## src/rtl/fetch_queue.sv

```systemverilog
// fetch_queue: instruction fetch stage feeding decode.
// Holds the fetch PC and issues one word fetch per cycle. Each returned word
// is captured with its PC into a DEPTH-entry FIFO. Decode drains the FIFO
// with valid/ready. A redirect flushes the FIFO and reloads the fetch PC.
// All state updates happen on negedge CLK, in step with the memories.
//
// Ports:
//   CLK, RST          clock (negedge active), async active-low reset
//   imem_addr/size    fetch address (= fetch_pc) and constant word size
//   imem_data         combinational instruction word for imem_addr
//   deq_valid/ready   head-entry handshake toward decode
//   deq_inst/deq_pc   head entry; zero when empty
//   redirect_valid/pc flush and restart fetch at redirect_pc (word aligned)
//   halt              stop issuing new fetches (pops continue)
//   count             occupancy, 0..DEPTH
module fetch_queue #(
  parameter int          DEPTH    = 4,
  parameter int          PTR_W    = 2,
  parameter logic [31:0] RESET_PC = 32'h0000_0000
) (
  input  logic             CLK,
  input  logic             RST,
  output logic [31:0]      imem_addr,
  output logic [1:0]       imem_size,
  input  logic [31:0]      imem_data,
  output logic             deq_valid,
  input  logic             deq_ready,
  output logic [31:0]      deq_inst,
  output logic [31:0]      deq_pc,
  input  logic             redirect_valid,
  input  logic [31:0]      redirect_pc,
  input  logic             halt,
  output logic [PTR_W:0]   count
);

  typedef enum logic {RUN, HALT} state_t;

  typedef struct packed {
    logic [31:0] pc;
    logic [31:0] inst;
  } entry_t;

  localparam logic [PTR_W:0] CNT_FULL = (PTR_W+1)'(DEPTH);

  state_t             state, state_nxt;
  logic [31:0]        fetch_pc;
  logic [PTR_W-1:0]   head, tail;
  logic [PTR_W:0]     cnt;
  entry_t             fifo [DEPTH];
  logic               push, pop;

  // State register.
  always_ff @(negedge CLK or negedge RST) begin
    if (!RST) state <= RUN;
    else      state <= state_nxt;
  end

  // Next state plus handshake decode. Push uses the registered state, so a
  // sampled halt only blocks pushes from the following cycle on. Redirect
  // suppresses both push and pop so a presented head is simply discarded.
  always_comb begin
    state_nxt = state;
    case (state)
      RUN:     if (halt)  state_nxt = HALT;
      HALT:    if (!halt) state_nxt = RUN;
      default: state_nxt = RUN;
    endcase
    pop  = deq_valid && deq_ready && !redirect_valid;
    push = (state == RUN) && !redirect_valid && ((cnt < CNT_FULL) || pop);
  end

  // Pointers, occupancy, fetch PC.
  always_ff @(negedge CLK or negedge RST) begin
    if (!RST) begin
      fetch_pc <= RESET_PC;
      head     <= '0;
      tail     <= '0;
      cnt      <= '0;
    end else if (redirect_valid) begin
      fetch_pc <= {redirect_pc[31:2], 2'b00};
      head     <= '0;
      tail     <= '0;
      cnt      <= '0;
    end else begin
      if (push) begin
        tail     <= tail + 1'b1;
        fetch_pc <= fetch_pc + 32'd4;   // wraps modulo 2^32
      end
      if (pop) head <= head + 1'b1;
      if (push && !pop)      cnt <= cnt + 1'b1;
      else if (pop && !push) cnt <= cnt - 1'b1;
    end
  end

  // Entry storage needs no reset: nothing is visible while count is zero.
  always_ff @(negedge CLK) begin
    if (push) fifo[tail] <= '{pc: fetch_pc, inst: imem_data};
  end

  assign imem_addr = fetch_pc;
  assign imem_size = 2'b10;
  assign deq_valid = (cnt != '0);
  assign deq_inst  = deq_valid ? fifo[head].inst : 32'h0;
  assign deq_pc    = deq_valid ? fifo[head].pc   : 32'h0;
  assign count     = cnt;

endmodule

```

## config.mk

```make
export PLATFORM = sky130hd
export DESIGN_NAME = fetch_queue
export DESIGN_NICKNAME = d
export VERILOG_FILES = /design/src/rtl/fetch_queue.sv
export SDC_FILE = /design/constraint.sdc
export NUM_CORES = 1
export LEC_CHECK = 0
export CORE_MARGIN = 1
export CORE_UTILIZATION = 45
export DETAILED_ROUTE_END_ITERATION = 16
export HOLD_SLACK_MARGIN = 0.02
export PLACE_DENSITY = 0.7
export SYNTH_ARGS = -nofsm -noshare
export SYNTH_HDL_FRONTEND = slang
export SYNTH_SLANG_ARGS = --single-unit
export TNS_END_PERCENT = 20
```

## constraint.sdc

```tcl
create_clock -name CLK -period 2.58 [get_ports CLK]
set_input_delay 0.516 -clock CLK [delete_from_list [all_inputs] [get_ports CLK]]
set_output_delay 0.516 -clock CLK [all_outputs]
set_load 0.01 [all_outputs]
```

# After elaboration in Yosys (flattened, before gate mapping)
# Memories as Yosys holds them, arrays and structs flattened.
# Cells that the tools add are included.
totals:
  mem_count: 1
  ram_bits: 256
  regBits: 40
memory_table:
  columns: ["name", "words", "word_bits", "read_ports", "rd_clocked_by_memory_dff", "wr", "line", "source"]
  rows:
  - ["fifo", 4, 64, 1, 0, 1, "49", "entry_t fifo [DEPTH];"]
classes:
  n_addsub: 5
  order_cmp: 1
  muxes: 14
  reduce_logical: 14
  n_bitwise: 1
op_table:
  columns: ["op", "n"]
  rows:
  - ["$mux 32", 4]
  - ["$add 32x3->32 const B", 1]
  - ["$mux 3", 3]
  - ["$mux 2", 4]
  - ["$logic_and 1x1->1", 6]
  - ["$reduce_bool 3->1", 2]
  - ["$add 2x1->2 const B", 2]
  - ["$reduce_bool 2->1", 2]
  - ["$add 3x1->3 const B", 1]
  - ["$logic_not 1->1", 3]
  - ["$lt 3x3->1 const B", 1]
  - ["$mux 1", 3]
  - ["$sub 3x1->3 const B", 1]
  - ["$logic_or 1x1->1", 1]
  - ["$not 1->1", 1]

# Longest topological paths before layout
logic_depth:
  word_depth: 10
  mapped_depth: 11
  depth_no_buf: 9

==> impl_results.md <==
- Clk slew on worst S/H paths: 0.05 ns
- DR vias/cell: 4.968
- Grt total ovfl: 0
- Failing checks: negative setup slack
- Cts hold-fix bufs: 0
- RSZ-0062 raised after global routing: yes
- Status: finished with violations
- Final ANT Viol Nets: 0
- Multi-input gate area in the final layout: 3239 um2
- Ant. Diodes: 0
- Cells after Synth: 649
- Final Hold Viols: 0
- Worst Min Path Start: imem_addr[22]$_DFFE_NN0N_
- Reg-to-Reg End: count[2]$_DFFE_NN0P_
- Slowest CP cell: mux4_2
- Latest clock arrival within the worst-skew pair: 0.62 ns
- Wire per inst: 18.05 um
- Crit Path Max Fanout: 8
- Critical path required time: 2.06 ns
- Total global routing track utilization: 20.61%
- Initial drt markers: 469
- Startpoint types: flop
- Most frequent cells in the layout: inv_1, edfxtp_1, buf_4
- Max incr delay on CP: 0.50 ns
- Placed Cells incl. Taps: 1195
- Ys Warns: 0
- Synth area leader: edfxtp_1
- Buffer levels on the longest clock path: 3
- Layout cells sized above 1: 34.49%
- Synthesis-stage register bit count: 286
- Final Setup Violations: 100
- TritonCTS buffer count: 30
- Router iterations before antenna repair: 7
- CTS tree: built
- Most common cell after layout, fill and taps aside: inv_1
- Fin util: 67.03%
- Reg-to-reg startpoint: count[1]$_DFFE_NN0P_
- Detailed Route WL: 27720 um
- WHS Endpoint: fifo[0][54]$_DFFE_NP_
- Yosys cell types: 48
- Total Power: 15.07 mW
- Initial antenna violation count: 0
- Pin count of the biggest net entering global routing: 66
- Detailed placer's ending HPWL: 17310 um
- CP Cell Sequence: buf_12 -> buf_12 -> buf_12 -> buf_4 -> mux4_2 -> and2_4 -> buf_6
- Power per cell area: 887.5 nW/um2
- Final WS setup: -1.506 ns
- Area contributors post-synth: edfxtp_1, mux4_2, dfrtn_1
- Area Growth Syn to Fin: 45.17%
- Buf+Inv Stages, Crit Path: 5
- Worst vdd ir: 0.5918 mV
- Post-Syn Area per Cell: 18.02 um2
- Worst path most repeated cell: buf_12
- I/O Pins: 171
- Clock Sinks: 286
- FP Rows: 58
- R2r worst-path depth: 10
- DIE AREA: 26640 um2
- Starting Density: 46.18%
- CP Capture Type: output pin
- CP delay by family, top: buffers and inverters
- Worst reg2reg setup slack: 0.24 ns
- Worst min path class: reg -> reg
- Post-route setup TNS: -99.40 ns
- WP data arrival: 3.57 ns
- Worst Hold Path Cells: 0
- Core area: 25330 um2
- Number of synthesized flops with an enable pin: 248
- CP Class: reg -> out
- First-pass GRT wire length: 41630 um
- Hold Slack: 0.5449 ns
- Register area: 8398 um2
- Die W: 163.2 um
- Static leakage: 7.202 nW
- Nets: 1260
- Post-Layout Cell Count: 1536
- Number of global-route vias before repair: 8272
- CTS H-tree lvls: 1
- Via Count: 7631
- Synthesized area: 11690 um2
- DR DRC count: 0
- Clk_skew: 0.07160 ns
- Ys flop type: edfxtp_1
- Synth top area share: 63.68%
- PortBufs: 162
- Seq/Total Area, Yosys: 71.81%
- Routability-driven placement congestion ratio: 0.8977
- Max-Cap Viols: 0
- Filler cells: 1717
- Slew Limit Fails: 0
- DIE HEIGHT: 163.2 um
- Post-synthesis async set-or-reset flop share: 13.29%
- Clk root buf: clkbuf_16
per-stage QoR:
stage	cell area (um2)	setup WS [ns]
after global placement	14550	-1.164
after CTS	16570	-1.708
after detailed placement	14550	-1.187
final	16980	-1.506
after floorplan	11760	-0.7324
after global routing	16980	-1.567
cell usage after synthesis (6+ instances only):
| master | n |
|---|---|
| and2_1 | 69 |
| buf_2 | 10 |
| buf_4 | 7 |
| clkbuf_1 | 20 |
| dfrtn_1 | 38 |
| edfxtp_1 | 248 |
| inv_1 | 9 |
| mux4_2 | 62 |
| nand2_1 | 40 |
| nand3_1 | 11 |
| nand4_1 | 12 |
| nor2_1 | 10 |
| o21ai_0 | 19 |
| o21ai_1 | 6 |
| xnor2_1 | 10 |
| xor2_1 | 17 |
report_power, final:
group | leakage, nW | internal [mW] | switching (mW)
registers | 2.73 | 5.33 | 0.0879
clock network | 1.83 | 3.29 | 2.73
logic | 2.65 | 2.12 | 1.50
area by class of cell:
type | instances | share of cell area [%]
Multi-Input combinational cell | 319 | 19.08
Clock buffer | 32 | 4.591
Tap cell | 330 | 2.432
Sequential cell | 286 | 49.47
Inverter | 8 | 0.1769
Timing Repair Buffer | 292 | 17.20
Clock inverter | 269 | 7.053
registers in the layout, summed over array words and instances, names as in the netlist:
name / flops
imem_addr: 30
state: 1
head: 2
fifo: 248
count: 3
tail: 2
metal layers:
| metal | up-vias | part of all wire [%] | track usage, % |
|---|---|---|---|
| li1 | 3577 | - | - |
| met1 | 3754 | 41 | 25.85 |
| met2 | 259 | 51 | 33.88 |
| met3 | 41 | 6.4 | 5.764 |
| met4 | 0 | 1.4 | 8.071 |
| met5 | - | 0 | 0 |
timing repair:
item | in CTS | in global routing
pin swaps | 7 | 35
hold endpoints to repair | 0 | 0
gates cloned | 1 | 2
setup endpoints to repair | 379 | 379
gates resized for setup | 198 | 263
buffers inserted | 8 | 33
worst register-to-register path, stage by stage (launching register included):
cell and delay (ns):
dfrtn_1 0.36, or3_4 0.46, bufbuf_16 0.33, nand2_1 0.10
and2_4 0.15, fa_2 0.21, nor2_1 0.04, nor2_1 0.10
o32ai_1 0.09, a211oi_1 0.26, nor2_1 0.07
logic make-up after synthesis:
group                      synth area share, %
AOI/OAI and AO/OA                        1.990
muxes                                    12.49
adders and majority gates               0.7061
buffers and inverters                    2.001
other                                  0.06422
xor gates and xnor gates                 2.022
DFF                                      71.81
and+or+nand+nor                          8.923
worst max path at each step:
| stage | to | cells after the start | start |
|---|---|---|---|
| 2_1_floorplan | deq_inst[10] | 4 | head[0]$_DFFE_NN0P_ |
| 3_3_place_gp | deq_inst[26] | 5 | head[0]$_DFFE_NN0P_ |
| 3_5_place_dp | deq_inst[21] | 5 | head[0]$_DFFE_NN0P_ |
| 4_1_cts | deq_inst[3] | 5 | head[0]$_DFFE_NN0P_ |
| 5_1_grt | deq_inst[24] | 7 | head[0]$_DFFE_NN0P_ |
| 6_report | deq_inst[6] | 7 | head[0]$_DFFE_NN0P_ |
Note: power is estimated with default switching activity, not from simulation.
